`config.mk`:
```
export PLATFORM = sky130hd
export DESIGN_NAME = mac_tx_framer
export DESIGN_NICKNAME = d
export VERILOG_FILES = /design/src/rtl/mac_tx_framer.sv
export SDC_FILE = /design/constraint.sdc
export NUM_CORES = 1
export LEC_CHECK = 0
export ABC_AREA = 1
export CELL_PAD_IN_SITES_DETAIL_PLACEMENT = 0
export CELL_PAD_IN_SITES_GLOBAL_PLACEMENT = 2
export CORE_AREA = 2 2 255 257
export CTS_CLUSTER_DIAMETER = 100
export DETAILED_ROUTE_END_ITERATION = 8
export DIE_AREA = 0 0 257 259
export PLACE_DENSITY_LB_ADDON = 0.1
export SYNTH_ARGS = -nofsm -noshare
export SYNTH_HDL_FRONTEND = slang
export SYNTH_SLANG_ARGS = --single-unit
```
`constraint.sdc`:
```
create_clock -name clk -period 12 [get_ports clk]
set_input_delay 3 -clock clk [delete_from_list [all_inputs] [get_ports clk]]
set_output_delay 3 -clock clk [all_outputs]
set_load 0.02 [all_outputs]
```
`src/rtl/mac_tx_framer.sv`:
```
// mac_tx_framer: 256-bit packet stream to 4x64 PCS lanes.
// Adds preamble/SFD, shifts payload by one lane, places terminate.
module mac_tx_framer #(
  parameter int LANE_N = 4,
  parameter int DATA_W = 64,
  parameter int KEEP_W = DATA_W/8
) (
  input  logic                       clk,
  input  logic                       nreset,
  input  logic                       s_valid_i,
  output logic                       s_ready_o,
  input  logic [LANE_N*DATA_W-1:0]   s_data_i,
  input  logic [LANE_N*KEEP_W-1:0]   s_keep_i,
  input  logic                       s_last_i,
  input  logic                       s_err_i,
  input  logic                       pcs_ready_i,
  output logic [LANE_N-1:0]          ctrl_v_o,
  output logic [LANE_N-1:0]          idle_v_o,
  output logic [LANE_N-1:0]          start_v_o,
  output logic [LANE_N-1:0]          term_v_o,
  output logic [LANE_N-1:0]          err_v_o,
  output logic [LANE_N*DATA_W-1:0]   data_o,
  output logic [LANE_N*KEEP_W-1:0]   keep_o
);

  localparam logic [63:0] PRE = 64'hD555_5555_5555_55FB;

  typedef enum logic [1:0] {
    IDLE, DATA, FLUSH, DROP
  } state_t;

  state_t        state_q, state_d;
  logic          gap_q, gap_d;
  logic [63:0]   res_q, res_d;
  logic [3:0]    fk_q, fk_d;
  logic          ferr_q, ferr_d;

  logic [3:0]    ctrl_d, idle_d, start_d, term_d, err_d;
  logic [255:0]  data_d;
  logic [31:0]   keep_d;

  logic [255:0]  w;
  logic [5:0]    nb;
  logic [5:0]    k;
  logic [2:0]    t;
  logic          fin, lerr, emit, start, fire;

  assign k = 6'($countones(s_keep_i));
  assign fire = s_valid_i & s_ready_o;
  assign s_ready_o = pcs_ready_i &
    ((state_q == IDLE & ~gap_q) |
     state_q == DATA | state_q == DROP);

  // next state and next output word
  always_comb begin
    state_d = state_q;
    gap_d   = gap_q;
    res_d   = res_q;
    fk_d    = fk_q;
    ferr_d  = ferr_q;
    ctrl_d  = '1;
    idle_d  = '1;
    start_d = '0;
    term_d  = '0;
    err_d   = '0;
    data_d  = '0;
    keep_d  = '0;
    w       = '0;
    nb      = 6'd32;
    t       = '0;
    fin     = 1'b0;
    lerr    = 1'b0;
    emit    = 1'b0;
    start   = 1'b0;
    unique case (state_q)
      IDLE: begin
        gap_d = 1'b0;
        if (fire) begin
          emit  = 1'b1;
          start = 1'b1;
          w     = {s_data_i[191:0], PRE};
        end
      end
      DATA: begin
        if (fire) begin
          emit = 1'b1;
          w    = {s_data_i[191:0], res_q};
        end else begin
          idle_d  = 4'hE;
          err_d   = 4'h1;
          state_d = DROP;
        end
      end
      FLUSH: begin
        emit    = 1'b1;
        fin     = 1'b1;
        w       = {192'd0, res_q};
        nb      = {2'b00, fk_q};
        lerr    = ferr_q;
        state_d = IDLE;
        gap_d   = 1'b1;
      end
      DROP: begin
        if (fire && s_last_i) begin
          state_d = IDLE;
          gap_d   = 1'b1;
        end
      end
      default: state_d = IDLE;
    endcase
    if (emit && state_q != FLUSH) begin
      res_d   = s_data_i[255:192];
      state_d = DATA;
      if (s_last_i) begin
        if (k < 6'd24) begin
          fin     = 1'b1;
          nb      = 6'd8 + k;
          lerr    = s_err_i;
          state_d = IDLE;
          gap_d   = 1'b1;
        end else begin
          state_d = FLUSH;
          fk_d    = 4'(k - 6'd24);
          ferr_d  = s_err_i;
        end
      end
    end
    if (emit) begin
      t = nb[5:3];
      for (int l = 0; l < 4; l++) begin
        if (!fin || 3'(l) < t) begin
          ctrl_d[l]          = 1'b0;
          idle_d[l]          = 1'b0;
          data_d[64*l +: 64] = w[64*l +: 64];
          keep_d[8*l +: 8]   = 8'hFF;
        end else if (3'(l) == t) begin
          idle_d[l] = 1'b0;
          if (lerr) begin
            err_d[l] = 1'b1;
          end else begin
            term_d[l] = 1'b1;
            for (int j = 0; j < 8; j++) begin
              if (3'(j) < nb[2:0]) begin
                keep_d[8*l+j] = 1'b1;
                data_d[64*l+8*j +: 8] = w[64*l+8*j +: 8];
              end
            end
          end
        end
      end
      if (start) begin
        ctrl_d[0]  = 1'b1;
        start_d[0] = 1'b1;
      end
    end
  end

  // state and output word advance only when the PCS takes a word
  always_ff @(posedge clk) begin
    if (!nreset) begin
      state_q   <= IDLE;
      gap_q     <= 1'b1;
      res_q     <= '0;
      fk_q      <= '0;
      ferr_q    <= 1'b0;
      ctrl_v_o  <= '1;
      idle_v_o  <= '1;
      start_v_o <= '0;
      term_v_o  <= '0;
      err_v_o   <= '0;
      data_o    <= '0;
      keep_o    <= '0;
    end else if (pcs_ready_i) begin
      state_q   <= state_d;
      gap_q     <= gap_d;
      res_q     <= res_d;
      fk_q      <= fk_d;
      ferr_q    <= ferr_d;
      ctrl_v_o  <= ctrl_d;
      idle_v_o  <= idle_d;
      start_v_o <= start_d;
      term_v_o  <= term_d;
      err_v_o   <= err_d;
      data_o    <= data_d;
      keep_o    <= keep_d;
    end
  end

endmodule

```
# --- Word level (Yosys, flattened, before mapping) ---
# Index checks and enable logic that the tools add are counted.
totals:
  register_bits: 377
  in_bits: 294
  output_inout_bits: 309
  elab_cells: 224
op_classes:
  add_sub_neg: 33
  order_cmp: 13
  eq_ne: 9
  mux: 136
  bitwise_logic: 7
  n_reduce_logical: 14
op_table:
  columns: ["op", "count"]
  rows:
  - ["$mux W256", 3]
  - ["$mux W64", 12]
  - ["$pmux W256 S3", 1]
  - ["$mux W8", 41]
  - ["$mux W1", 62]
  - ["$add A1 B1 Y2", 16]
  - ["$mux W32", 1]
  - ["$add A2 B2 Y3", 8]
  - ["$mux W6", 4]
  - ["$add A3 B3 Y4", 4]
  - ["$mux W4", 4]
  - ["$lt A1 B3 Y1 const A", 4]
  - ["$lt A2 B3 Y1 const A", 4]
  - ["$lt A3 B3 Y1 const A", 4]
  - ["$add A4 B4 Y5", 2]
  - ["$mux W2", 5]
  - ["$reduce_and A4 Y1", 2]
  - ["$add A4 B6 Y6 const A", 1]
  - ["$add A5 B5 Y6", 1]
  - ["$eq A2 B3 Y1 const A", 2]
  - ["$lt A6 B5 Y1 const B", 1]
  - ["$pmux W2 S3", 1]
  - ["$eq A2 B2 Y1 const B", 2]
  - ["$logic_or A1 B1 Y1", 4]
  - ["18 further kinds", 23]

# --- Depth between registers and ports, before layout ---
# Gate-level depths: netlist of run 1.
logic_depth:
  ltp_word: 16
  ltp_mapped: 28

# --- Worst setup path before layout of run 1 ---
# Ideal clock, no wire load.
synth_timing:
  kind: "input to register"
  start: "input port s_keep_i[23]"
  end: "register keep_o[8]"
  setup_ns: 0.116
  arrival_time_ns: 8.208
  t_required_ns: 11.884
  slack_ns: 3.676
  path_stages: 25
  n_path_buf: 2
  cell_sequence: "inv_1 fa_1 fa_1 fa_1 fa_1 fa_1 fa_1 inv_1 ha_1 fa_1 nand2_1 nand2_1 nand3_1 nand2_1 ha_1 nor2_1 nand2_1 nand2_1 buf_4 nand2_1 nand2_1 buf_4 nand2_1 o21ai_0 inv_1"
synth_between:
  elab_chain_cells: 15
synth_lines:
  columns: ["item", "line_no", "text"]
  rows:
  - ["start, declared", "13", "input logic [LANE_N*KEEP_W-1:0] s_keep_i,"]
  - ["$add A1 B1 Y2 (implied by the code) (*)", "48", "assign k = 6'($countones(s_keep_i));"]
  - ["$add A2 B2 Y3 (implied by the code) (*)", "48", null]
  - ["$add A3 B3 Y4 (implied by the code) (*)", "48", null]
  - ["$add A4 B4 Y5 (implied by the code) (*)", "48", null]
  - ["$add A5 B5 Y6 (implied by the code) (*)", "48", null]
  - ["$add A4 B6 Y6 or $lt A6 B5 Y1 (tied branches)", "117, 115", null]
  - ["$mux W6", "115", "if (k < 6'd24) begin"]
  - ["$mux W6", "114", "if (s_last_i) begin"]
  - ["$mux W6", "111", "if (emit && state_q != FLUSH) begin"]
  - ["$lt A1 B3 Y1", "143", "if (3'(j) < nb[2:0]) begin"]
  - ["$mux W1", "143", null]
  - ["$mux W8", "138", "if (lerr) begin"]
  - ["$mux W8", "136", "end else if (3'(l) == t) begin"]
  - ["$mux W8 (*)", "131", "if (!fin || 3'(l) < t) begin"]
  - ["$mux W32 (*)", "128", "if (emit) begin"]
  - ["end signal, assigned", "185", "keep_o <= keep_d;"]
  - ["end, declared", "23", "output logic [LANE_N*KEEP_W-1:0] keep_o"]
# Mark *: on every way between the ends. The rest lies on a longest branch, timed or not.
# A chain may end at the register's enable or synchronous reset.

# --- Final worst setup path of run 1 ---
layout_timing:
  start: "input port s_keep_i[23]"
  end: "register data_o[170]"
layout_between:
  elab_chain_cells: 15
layout_lines:
  columns: ["item", "line_no", "text"]
  rows:
  - ["$add A1 B1 Y2 (implied by the code) (*)", "48", null]
  - ["$add A2 B2 Y3 (implied by the code) (*)", "48", null]
  - ["$add A3 B3 Y4 (implied by the code) (*)", "48", null]
  - ["$add A4 B4 Y5 (implied by the code) (*)", "48", null]
  - ["$add A5 B5 Y6 (implied by the code) (*)", "48", null]
  - ["$add A4 B6 Y6 or $lt A6 B5 Y1 (tied branches)", "117, 115", null]
  - ["$mux W6", "115", null]
  - ["$mux W6", "114", null]
  - ["$mux W6", "111", null]
  - ["$lt A3 B3 Y1", "143", null]
  - ["$mux W8", "143", null]
  - ["$mux W64", "138", null]
  - ["$mux W64", "136", null]
  - ["$mux W64 (*)", "131", null]
  - ["$mux W256 (*)", "128", null]
  - ["end signal, assigned", "184", "data_o <= data_d;"]
  - ["end, declared", "22", "output logic [LANE_N*DATA_W-1:0] data_o,"]
# Marks and branches as above.

==> run summary, run 1 <==
The run finished with clean final reports. The post-route netlist has 4.36% of its cells at a drive strength greater than 1. In this run the mean area of a mapped cell was 7.22 sq um. The maximum operating frequency is 107 MHz, and the post-layout minimum cycle time is 9.35 ns.

The standby leakage power is 9.17 nW, and the share of the synthesized area in compound gates (AO/OA/AOI/OAI) is 15.3%. For the final number of max-transition violations, the log shows 0. The worst path uses 77.9% of the clock period. In this run the number of H-tree levels came out at 2. Combinational cells account for 29.1% of the total power. The synthesized netlist devotes 0.0555% of its cell area to XOR and XNOR gates.

After routing the design area is 24,000 sq um. Slowest stage cell on the critical path: o21ai_4. After floorplanning, the core was sized to cover 63,900 sq um. For the floorplan row count, the log shows 93. At the pin with the least slew margin, the transition time is 1.13 ns. The worst setup path is launched from an input pin.

The library cells used most frequently in the layout, excluding fill and tap cells, are clkdlybuf4s50_1 (597), nand2_1 (544), a21oi_1 (384). Cell internal power was estimated by the tool at 0.00257 W. The path class of the tightest hold or removal check is reg2reg. The highest cell delay on the worst timing path is 0.91 ns, and the average wire per standard cell is 19.1 um. Dividing total power by cell area gives a power density of 163 nW/um^2. Relative to the synthesized area, the layout overhead comes to 51.8%. The clock-pin slew of the registers on the worst-case setup and hold paths works out to 0.06 ns. The worst setup path is of the in2reg kind. The number of gates resized after CTS was 0.

Setup violations remaining at the end of the flow were counted as 0. In this design, the critical path's most frequently occurring cell is fa_1. The logs give 0 for the count of unresolved DRC violations after routing and 9 for the initial antenna violation count.

The largest vdd supply drop came out at 111 uV. After Yosys synthesis, and, or, nand and nor cells account for 23.0% of the synthesized area. The initial utilization of the core area, before any placement, comes to 24.7%. The die covers 66,600 sq um. The tools report the cell at the root of the clock tree as clkbuf_16. For this design the top-level I/O count stands at 603.

The clock tree skew after final layout is 0.0209 ns, and the accumulated negative setup slack is 0 ns. Height of the chip: 259 um. The run gives 15,900 as the via count.

The largest family of logic cells by synthesized area is simple AND/OR/NAND/NOR gates. The netlist uses 36 different library cells. Once placement finished, the instance area stood at 22,400 sq um. The tools report the data required time of the worst path as 12.50 ns. The data arrival time at the worst-slack endpoint was 9.85 ns.

TritonCTS built the clock tree. The number of buffers created by CTS was 48. The analysis attributes to net switching a power of 0.00134 W. Summing every instance area after synthesis gives 15,800 sq um. The tools report the number of violations reported at the end of detailed-routing iteration 0 as 903. Of the total power, the share spent switching nets is 34.2%. The estimated wirelength of the detail-placed design is 48.3 mm, and the flip-flop and latch count after synthesis is 377. Hold repair after CTS inserted 0 buffers. Multiplexer share of the synthesized area: 0%. In the synthesized netlist, the number of instances is 2,188. The adder and majority gate portion of the synthesized area works out to 3.68%.

The portion of total power attributed to the clock network is 36.7%, and the number of I/O port buffers is 599. STA classifies the critical path endpoint as a flip-flop. Setup repair after global routing left no endpoint under its margin. The tools report the number of global-route vias before repair as 15,500.

The top fanout value on the critical path was 36; the relative slew slack was 24.5%. The global placer's final weighted congestion was 0.813; the sequential share of the synthesized area was 47.8%. Once detail routing completed, the nets flagged for antenna violations numbered 0.

At the later pin of the worst-skew pair, clock insertion delay measures 0.59 ns. The routed design has 69.1 mm of wire. The critical path goes through clkdlybuf4s50_1 -> inv_1 -> fa_1 -> fa_1 -> fa_1 -> fa_1 -> fa_1 -> fa_1 -> inv_1 -> ha_1 -> fa_1 -> nand2_1 -> nand2_1 -> nand3_1 -> nand2_1 -> nand2_2 -> nand2_1 -> nor2_4 -> nand2_1 -> nand2_1 -> nand3_1 -> o21ai_4 -> nand3_1 -> a21oi_1.

No sink is reached through more buffers than the 3 on the longest clock path. Leaving out fill and tap cells, the most frequent cell in the layout is clkdlybuf4s50_1. For the overall fraction of global-route tracks in use, the log shows 19.9%. The final-stage net count was 3,045; the sequential fraction of design power was 34.2%. The routed via count divided by cell count came out at 4.42. The tools report the number of buffers added for setup after CTS as 0.

The tool flagged a number of max-cap violations equal to 0. Wire length of the first global-routing pass: 102 mm. Global routing finished with a remaining overflow of 0.

The logs give 377 for the CTS sink count and 0 for the number of warnings printed during yosys synthesis. Entering global routing, the biggest net connects 183 pins. The die extent in x was 257 um; the count of final hold-check violations was 0. Before antenna repair, the detailed router went through 5 iterations.
[cells in the mapped netlist (all sizes together)]
library cell  instances  share of area, %
nand2               556                13
a21oi               385                12
dfxtp               377                48
inv                 283               6.7
nor2                184               4.6
nand3               149               4.8
clkbuf              118               2.8
o21ai                78               2.7
fa                   24               3.0
buf                  12              0.70
ha                    8              0.63
nand4                 2             0.079
o211ai                2             0.095
or2                   2             0.079
a211oi                1             0.048
a22oi                 1             0.048
a31oi                 1             0.040
and2                  1             0.048
conb                  1             0.024
o21bai                1             0.048
o22ai                 1             0.040
xor2                  1             0.055
[per-stage QoR]
step	hold slack, ns	utilization, %	total power (W)	instances	setup WS (ns)
2_1_floorplan	0.430	-	0.00204	2190	3.68
3_3_place_gp	0.439	35.1	0.00250	3524	2.06
5_1_grt	0.470	37.5	0.00414	3610	2.17
3_5_place_dp	0.444	35.1	0.00251	3524	1.99
6_report	0.450	37.5	0.00390	3610	2.65
4_1_cts	0.452	37.5	0.00398	3608	2.64
[power by group through the flow]
stage	Combinational, W	Sequential [W]	Clock [W]
after detailed placement	0.00114	0.00136	0
after floorplan	0.000638	0.00140	0
after CTS	0.00115	0.00133	0.00149
final	0.00113	0.00133	0.00143
after global routing	0.00127	0.00134	0.00154
after global placement	0.00114	0.00136	0
[worst max-delay path, delay by kind of cell]
kind / cells / cell delay [ns]
buffers and inverters: 3 / 0.54
adders and majority gates: 8 / 3.67
AOI/OAI and AO/OA: 2 / 1.09
and+or+nand+nor: 11 / 1.50
[registers in the layout, summed over array words and instances, names as in the netlist]
name       cells
start_v_o      1
ctrl_v_o       4
gap_q          1
term_v_o       4
fk_q           4
state_q        2
data_o       256
idle_v_o       4
err_v_o        4
ferr_q         1
keep_o        32
res_q         64
[cell families after synthesis]
group                      Yosys count
and+or+nand+nor                    894
AOI/OAI and AO/OA                  470
buffers and inverters              413
DFF                                377
adders and majority gates           32
xor gates and xnor gates             1
other                                1
[per-layer routing]
metal  GRT usage, %  up-vias  wire length (um)
li1               -     7938                 -
met1           25.4     7448             30000
met2           32.8      466             32600
met3           6.09       83              4890
met4           5.12       10              1550
met5              0        -                73
[path summary, 6_finish.rpt]
path | start | end | slack [ns] | cells past startpoint
setup / recovery | s_keep_i[23] | data_o[170] | 2.65 | 24
hold / removal | res_q[3] | res_q[3] | 0.45 | 2
setup reg to reg | state_q[0] | keep_o[16] | 7.73 | 15
hold reg to reg | res_q[3] | res_q[3] | 0.45 | 2
[area by class of cell]
| class | count | area [sq um] |
|---|---|---|
| fill | 6669 | 39900 |
| sequential | 377 | 7550 |
| multi-input combinational | 1400 | 6650 |
| timing repair buffer | 609 | 6070 |
| clock buffer | 76 | 1480 |
| inverter | 283 | 1080 |
| tap | 855 | 1070 |
| clock inverter | 8 | 75.1 |
| antenna | 2 | 5.00 |
No activity file was read; power rests on OpenSTA's default activity.
==> run 2, diff against run 1 <==
--- a/config.mk
+++ b/config.mk
@@ -8,10 +8,10 @@
 export ABC_AREA = 1
 export CELL_PAD_IN_SITES_DETAIL_PLACEMENT = 0
 export CELL_PAD_IN_SITES_GLOBAL_PLACEMENT = 2
-export CORE_AREA = 2 2 255 257
+export CORE_AREA = 2 2 266 268
 export CTS_CLUSTER_DIAMETER = 100
 export DETAILED_ROUTE_END_ITERATION = 8
-export DIE_AREA = 0 0 257 259
+export DIE_AREA = 0 0 268 270
 export PLACE_DENSITY_LB_ADDON = 0.1
 export SYNTH_ARGS = -nofsm -noshare
 export SYNTH_HDL_FRONTEND = slang
==> constraint.sdc (replaced) <==
create_clock -name clk -period 8.95 [get_ports clk]
set_input_delay 2.2375 -clock clk [delete_from_list [all_inputs] [get_ports clk]]
set_output_delay 2.2375 -clock clk [all_outputs]
set_load 0.02 [all_outputs]
==> run 2 against run 1 <==
  * Routed wire length up 1.1%
  * Flip-flop and latch count stayed put
  * Non-clock buffer count rose by 18
  * Hold slack better by 0.00057 ns
  * Clock skew decreased by 0.0020 ns
  * Combinational power increased by 39%
  * Design area up 1.1%
  * Setup slack got worse by 1.7 ns
  * Cell count grew 2.9%
  * Clock-buffer cell count decreased by 1
  * Core utilization shrank 2.7 points
  * First-iteration DRC count fell by 16%
  * Critical path type unchanged
  * Highest routed layer unchanged
==> run summary, run 2 (synthesized netlist as in run 1, its figures left out) <==
The count of nets left with antenna violations after detail routing was 0 (unchanged); the cell internal power dissipation was 0.00348 W (+36%). For the clock tree skew after final layout, the log shows 0.0189 ns (-0.00204 ns). The average wire per standard cell works out to 18.8 um (-1.7%). The power density relative to cell area is 218 nW/um^2 (+34%), and the number of buffers created by CTS is 48 (unchanged). Setup repair after global routing left no endpoint under its margin. The switching power total was 0.00181 W (+35%); the die extent in x was 268 um (+4.3%).

The post-layout minimum cycle time was 8.04 ns. Via count: 15,800 (-0.62%). For the sequential fraction of design power, the log shows 33.8% (-0.4 points).

Initial antenna violation count: 11 (+2). The tools report the worst hold slack after final layout as 0.451 ns (+0.000573 ns). The synthesis-to-finish area growth came out at 53.4%. Relative slew slack: 29.4% (+4.9 points).

The critical path is of the in2reg type. The tools report the routed wire length as 69.9 mm (+1.1%). The final critical path takes up 89.8% of the cycle. The min-delay analysis places its worst path in the category reg2reg. The count of unresolved DRC violations after routing was 0 (unchanged); the standby leakage power was 9.25 nW (+0.86%).

The logs give 15,400 (-0.41%) for the number of global-route vias before repair and 0 (unchanged) for the total setup violations reported at the end of the flow. STA classifies the critical path startpoint as an input pin. The flip-flop count of the largest register, all copies and words added was 256 (unchanged).

The overall fraction of global-route tracks in use is 18.6% (-1.3 points). The final-stage net count is 3,063 (+0.59%). The top fanout value on the critical path came out at 12 (-67%). The logs give 97 (+4.3%) for the floorplan row count and 2 (unchanged) for the CTS H-tree depth.

The flow ran to the end, and the final reports show no timing, DRC or antenna violations. The total power was 0.00529 W (+35%); the largest vdd supply drop was 156 uV (+41%). The data arrival time at the worst-slack endpoint is 8.45 ns (-1.40 ns). The estimated wirelength of the detail-placed design is 49.4 mm (+2.3%). Leaving out fill and tap cells, the most frequent cell in the layout is clkdlybuf4s50_1. The global placer's final weighted congestion was 0.780 (-4.0%); the die footprint was 72,400 sq um (+8.7%).

STA classifies the critical path endpoint as a flip-flop. The startpoint identified for the worst hold timing path is res_q[54]. The largest registers in the layout are data_o x256, res_q x64, keep_o x32. The tools report the largest net degree at the start of global routing as 151 (-17%).

For the number of buffers on the longest clock path, the log shows 3 (unchanged). The start point of the critical path was s_keep_i[11]. The total of hold buffers inserted after clock tree synthesis is 0 (unchanged), and the post-route worst setup slack is 0.913 ns (-1.74 ns). TritonCTS built the clock tree.

The routed via count divided by cell count is 4.27 (-3.4%). The initial core utilization came out at 22.7% (-2.0 points). The number of I/O pins came out at 603 (unchanged). The wire length of the first global-routing pass was 102 mm (about the same); the number of violations reported at the end of detailed-routing iteration 0 was 762 (-16%). Slew at the pin closest to its max-slew limit: 1.06 ns (-0.0732 ns). The run gives 0 (unchanged) as the number of buffers added for setup after CTS. For the number of gates resized after cts, the log shows 0 (unchanged).

The data required time of the worst path came out at 9.36 ns (-3.14 ns). Based on the critical path, the design can be clocked at up to 124 MHz. Clock-pin slew of the registers on the worst-case setup and hold paths: 0.06 ns (about the same). The part of the total power dissipated in combinational logic came out at 29.7% (+0.6 points).

The logs give 5.41 ns (-2.32 ns) for the setup slack on the worst flop-to-flop path and 0 (unchanged) for the count of final hold-check violations. The final number of max-transition violations is 0 (unchanged), and the total instance count after detailed placement is 3,627 (+2.9%). In the layout the commonest cells are clkdlybuf4s50_1 (597), nand2_1 (544), a21oi_1 (384). The share of post-route cells with drive strength above 1 came out at 4.80% (+0.45 points).

The tools report the launch point of the worst reg-to-reg path as state_q[0]. The max-capacitance violation count came out at 0 (unchanged). The portion of total power attributed to the clock network was 36.5% (-0.2 points); the total congestion overflow was 0 (unchanged). The height of the chip works out to 270 um (+4.2%). The clock insertion delay at the later pin of the skew report is 0.58 ns (about the same).

The core footprint was 69,500 sq um (+8.9%). The accumulated negative setup slack was 0 ns (unchanged). data_o holds more flip-flops than any other register.

Number of I/O port buffers: 599 (unchanged). The CTS sink count was 377 (unchanged). The tools report the number of standard cells in the final layout excluding fillers as 3,713 (+2.9%). The number of iterations in the first detailed-routing pass came out at 6 (+1).

CTS placed an instance of clkbuf_16 at the clock tree root. For the worst-case setup slack after placement, the log shows 0.260 ns (-1.73 ns). Proportion of total power due to net switching: 34.2% (-0.070 points).
-- run 2: cell count changes in the layout (fill, tap and decap cells not counted), sizes merged --
cell / change
buf: +18
bufinv: +1
clkbuf: -1
clkinvlp: -1
diode: +3
inv: -2
-- run 2: cell type report --
class / instances / area [sq um]
antenna: 5 / 12.5
clock buffer: 75 / 1460
clock inverter: 6 / 91.3
fill: 7382 / 45300
inverter: 283 / 1080
multi-input combinational: 1400 / 6650
sequential: 377 / 7550
tap: 940 / 1180
timing repair buffer: 627 / 6220
-- run 2: layer usage --
layer / wire length (um) / share of wire [%] / global-route usage (%)
met5: 92 / 0.13 / 0
met4: 1670 / 2.4 / 5.19
met3: 5500 / 7.9 / 6.25
met2: 33400 / 48 / 31.4
met1: 29200 / 42 / 22.4
-- run 2: metrics by stage --
step / utilization, % / area, sq um
floorplan: - / 15800
global placement: 32.6 / 22700
detailed placement: 32.6 / 22700
CTS: 34.8 / 24200
global route: 34.8 / 24200
finish: 34.8 / 24200
-- run 2: critical path: stages --
cell and delay, ns:
clkdlybuf4s50_1 0.45, inv_1 0.05, fa_1 0.55, fa_1 0.43, fa_1 0.55, fa_1 0.43, fa_1 0.47, fa_1 0.50
inv_1 0.04, ha_1 0.21, fa_1 0.48, nand2_1 0.10, nand2_1 0.06, nand3_1 0.06, nand2_1 0.14, nand2_2 0.12
nand2_1 0.10, nor2_4 0.16, nand2_1 0.07, nand2_1 0.08, buf_4 0.18, nand3_1 0.12, nand2_1 0.12, buf_4 0.20
nand3_1 0.14, buf_4 0.22, nand3_1 0.08, a21oi_1 0.06
-- run 2: power by group through the flow --
stage | Clock [W] | Sequential, W | Combinational [W]
after floorplan | 0 | 0.00188 | 0.000855
after global placement | 0 | 0.00182 | 0.00159
after detailed placement | 0 | 0.00182 | 0.00159
after CTS | 0.00201 | 0.00179 | 0.00159
after global routing | 0.00208 | 0.00180 | 0.00175
final | 0.00193 | 0.00179 | 0.00157
-- run 2: final timing paths --
path                     end  depth (start not counted)
setup / recovery  data_o[17]                         28
hold / removal     res_q[54]                          2
setup reg to reg   keep_o[8]                         15
hold reg to reg    res_q[54]                          2
==> run 3, diff against run 2 <==
==> config.mk (replaced) <==
export PLATFORM = sky130hd
export DESIGN_NAME = mac_tx_framer
export DESIGN_NICKNAME = d
export VERILOG_FILES = /design/src/rtl/mac_tx_framer.sv
export SDC_FILE = /design/constraint.sdc
export NUM_CORES = 1
export LEC_CHECK = 0
export ABC_AREA = 1
export CORE_AREA = 2 2 233 235
export CTS_CLUSTER_DIAMETER = 100
export DETAILED_ROUTE_END_ITERATION = 8
export DIE_AREA = 0 0 235 237
export PLACE_DENSITY = 0.62
export SYNTH_ARGS = -nofsm -noshare
export SYNTH_HDL_FRONTEND = slang
export SYNTH_SLANG_ARGS = --single-unit
==> constraint.sdc (replaced) <==
create_clock -name clk -period 9.6 [get_ports clk]
set_input_delay 2.4 -clock clk [delete_from_list [all_inputs] [get_ports clk]]
set_output_delay 2.4 -clock clk [all_outputs]
set_load 0.02 [all_outputs]
==> run 3 against run 2 <==
  * Combinational power down 8%
  * Global-route usage increased by 2.2 points
  * Setup slack improved by 0.053 ns
  * Hold slack gained 0.00087 ns
  * Largest cell class unchanged
  * Sequential power is 7% lower
  * Register-to-register slack better by 0.04 ns
  * Routed wire length decreased by 13%
==> run summary, run 3 (synthesized netlist as in run 1, its figures left out) <==
The largest vdd supply drop was 224 uV (+44%); the number of I/O port buffers was 599 (unchanged). For the number of standard cells in the final layout excluding fillers, the log shows 3,460 (-6.8%). Walking the worst path, the cells encountered are clkdlybuf4s50_1 -> inv_1 -> fa_1 -> fa_1 -> fa_1 -> fa_1 -> fa_1 -> fa_1 -> inv_1 -> ha_1 -> fa_1 -> nand3_1 -> nand3_1 -> nand2_1 -> nand2_2 -> nand2_1 -> nor2_4 -> nand2_1 -> nand2_1 -> nor2_8 -> nand2_4 -> o21ai_4 -> nand3_1 -> a21oi_1.

For the estimated wirelength of the detail-placed design, the log shows 42.9 mm (-13%). The tools report the post-layout instance area as 23,900 sq um (-1.3%). The die extent in x is 235 um (-12%), and the global placer's final weighted congestion is 0.898 (+15%). Setup repair after global routing left no endpoint under its margin. The run gives 0 (unchanged) as the total congestion overflow. For the number of violations reported at the end of detailed-routing iteration 0, the log shows 820 (+7.6%).

The max-capacitance violation count is 0 (unchanged), and the highest cell delay on the worst timing path is 0.84 ns (+0.29 ns). The number of buffers created by CTS was 45 (-6.3%). Share of post-route cells with drive strength above 1: 4.90% (+0.092 points).

Top fanout value on the critical path: 36 (+24). The relative slew slack is 6.97% (-22 points). The count of final hold-check violations came out at 0 (unchanged).

The number of I/O pins was 603 (unchanged). Among all stages on the critical path, the largest delay is contributed by o21ai_4. For the CTS H-tree depth, the log shows 2 (unchanged). The run gives 53,300 sq um (-23%) as the core footprint.

Leaving out fill and tap cells, the most frequent cells in the layout are clkdlybuf4s50_1 (597), nand2_1 (544), a21oi_1 (384). The height of the chip works out to 237 um (-12%). In the final layout, the registers with the most flip-flops are data_o x256, res_q x64, keep_o x32.

Flip-flop count of the largest register, all copies and words added: 256 (unchanged). In this design, the critical path's most frequently occurring cell is fa_1. The largest net degree at the start of global routing is 184 (+22%).

Cell at the root of the clock tree: clkbuf_16. The sink of the worst hold path is res_q[36]. The run gives 16,100 (+1.6%) as the via count. Number of global-route vias before repair: 15,500 (+0.58%). Total of hold buffers inserted after clock tree synthesis: 0 (unchanged). The clock insertion delay at the later pin of the skew report was 0.57 ns (about the same). Total power: 0.00496 W (-6.2%).

Relative to the synthesized area, the layout overhead comes to 51.5%. The run gives 5 (-1) as the number of iterations in the first detailed-routing pass. The setup slack on the worst flop-to-flop path is 5.45 ns (+0.04 ns).

The leading cell type in the layout, fill and taps excluded was clkdlybuf4s50_1. The run gives 3,370 (-7.1%) as the total instance count after detailed placement. The critical path is of the in2reg type. The routed via count divided by cell count was 4.65 (+9.1%).

The tools report the data required time of the worst path as 10.07 ns (+0.71 ns). The floorplan row count is 85 (-12%). TritonCTS built the clock tree. The overall fraction of global-route tracks in use was 20.8% (+2.2 points). Number of fillers in the final layout: 5,341 (-28%). The worst register-to-register path begins at state_q[0].

The class of the worst hold path is reg2reg. The worst reg-to-reg path cell count works out to 15 (unchanged). The tools report the endpoint kind of the worst setup timing path as a flip-flop. The die footprint came out at 55,700 sq um (-23%). The run gives 0 (unchanged) as the total setup violations reported at the end of the flow.

Hold path depth: 2 (unchanged). The number of gates resized after cts came out at 0 (unchanged). The tools report the critical path startpoint category as an input pin. The initial antenna violation count was 9 (-2); the share of the cycle needed by the critical path after routing was 89.9%. The run finished with clean final reports. On the critical path the largest part of the delay comes from adder cells. The average wire per standard cell works out to 17.5 um (-6.8%). The wire length of the first global-routing pass is 91.4 mm (-10%), and the maximum operating frequency is 116 MHz. The accumulated negative setup slack was 0 ns (unchanged). Number of buffers and inverters on the critical path: 3 (-3). The power density relative to cell area was 207 nW/um^2 (-4.9%); the standby leakage power was 9.23 nW (-0.13%).

For the final number of max-transition violations, the log shows 0 (unchanged). The run gives 22,300 sq um (-1.8%) as the area of placed instances. The CTS sink count was 377 (unchanged). The routed wire length came out at 60.7 mm (-13%).

Slew at the pin closest to its max-slew limit: 1.40 ns (+0.337 ns). The data arrival time at the worst-slack endpoint came out at 9.11 ns (+0.66 ns). The worst min-delay path startpoint was res_q[36]. The final-stage net count is 3,047 (-0.52%).

The count of nets left with antenna violations after detail routing is 0 (unchanged). Register containing the most flip-flops in the final layout: data_o. The worst register-to-register path ends at data_o[195].

The clock-pin slew of the registers on the worst-case setup and hold paths came out at 0.06 ns (about the same). For the finished layout, the period the worst path requires is 8.63 ns. The number of buffers on the longest clock path is 3 (unchanged), and the initial core utilization is 29.6% (+6.9 points).

The clock tree skew after final layout is 0.0193 ns (+0.000343 ns), and the count of unresolved DRC violations after routing is 0 (unchanged). For the number of buffers added for setup after CTS, the log shows 0 (unchanged).
run 3: stage by stage:
| step | hold WS (ns) | setup slack [ns] | util [%] |
|---|---|---|---|
| floorplan | 0.430 | 1.88 | - |
| global placement | 0.439 | 0.582 | 41.8 |
| detailed placement | 0.444 | 0.421 | 41.8 |
| CTS | 0.453 | 1.05 | 44.9 |
| global route | 0.470 | 0.633 | 44.9 |
| finish | 0.452 | 0.966 | 44.9 |
run 3: routing by layer:
layer / up-vias / GRT usage, % / part of all wire (%)
li1: 7948 / - / -
met1: 7493 / 25.8 / 42
met2: 556 / 35.3 / 48
met3: 107 / 4.74 / 6.6
met4: 2 / 7.36 / 3.2
met5: - / 0 / 0.021
run 3: worst max-delay path by stage:
stage,startpoint,slack (ns),depth (start not counted),endpoint
2_1_floorplan,s_keep_i[23],1.88,25,keep_o[8]
3_3_place_gp,s_keep_i[23],0.58,23,data_o[179]
3_5_place_dp,s_keep_i[23],0.42,24,data_o[171]
4_1_cts,s_keep_i[23],1.05,24,data_o[171]
5_1_grt,s_keep_i[23],0.63,24,data_o[165]
6_report,s_keep_i[23],0.97,24,data_o[171]
run 3: power by group:
group          leakage (nW)  switching (W)  internal [W]
logic                  5.38       0.000933      0.000508
clock network         0.810       0.000696       0.00116
registers              3.05      0.0000339       0.00163
total                  9.23        0.00166       0.00330
run 3: cell type report:
type                            instances  area (sq um)  share of cell area, %
Timing Repair Buffer                  614          6110                   25.5
Clock buffer                           65          1410                   5.91
Sequential cell                       377          7550                   31.5
Tap cell                              696           871                   3.64
Clock inverter                         18           233                  0.973
Antenna cell                            7          17.5                 0.0732
Inverter                              283          1080                   4.51
Multi-Input combinational cell       1400          6650                   27.8
run 3: worst min-delay path, delay by kind of cell (launching register included):
family | cells | cell delay (ns)
buffers and inverters | 1 | 0.06
DFF | 1 | 0.29
AOI/OAI and AO/OA | 1 | 0.05
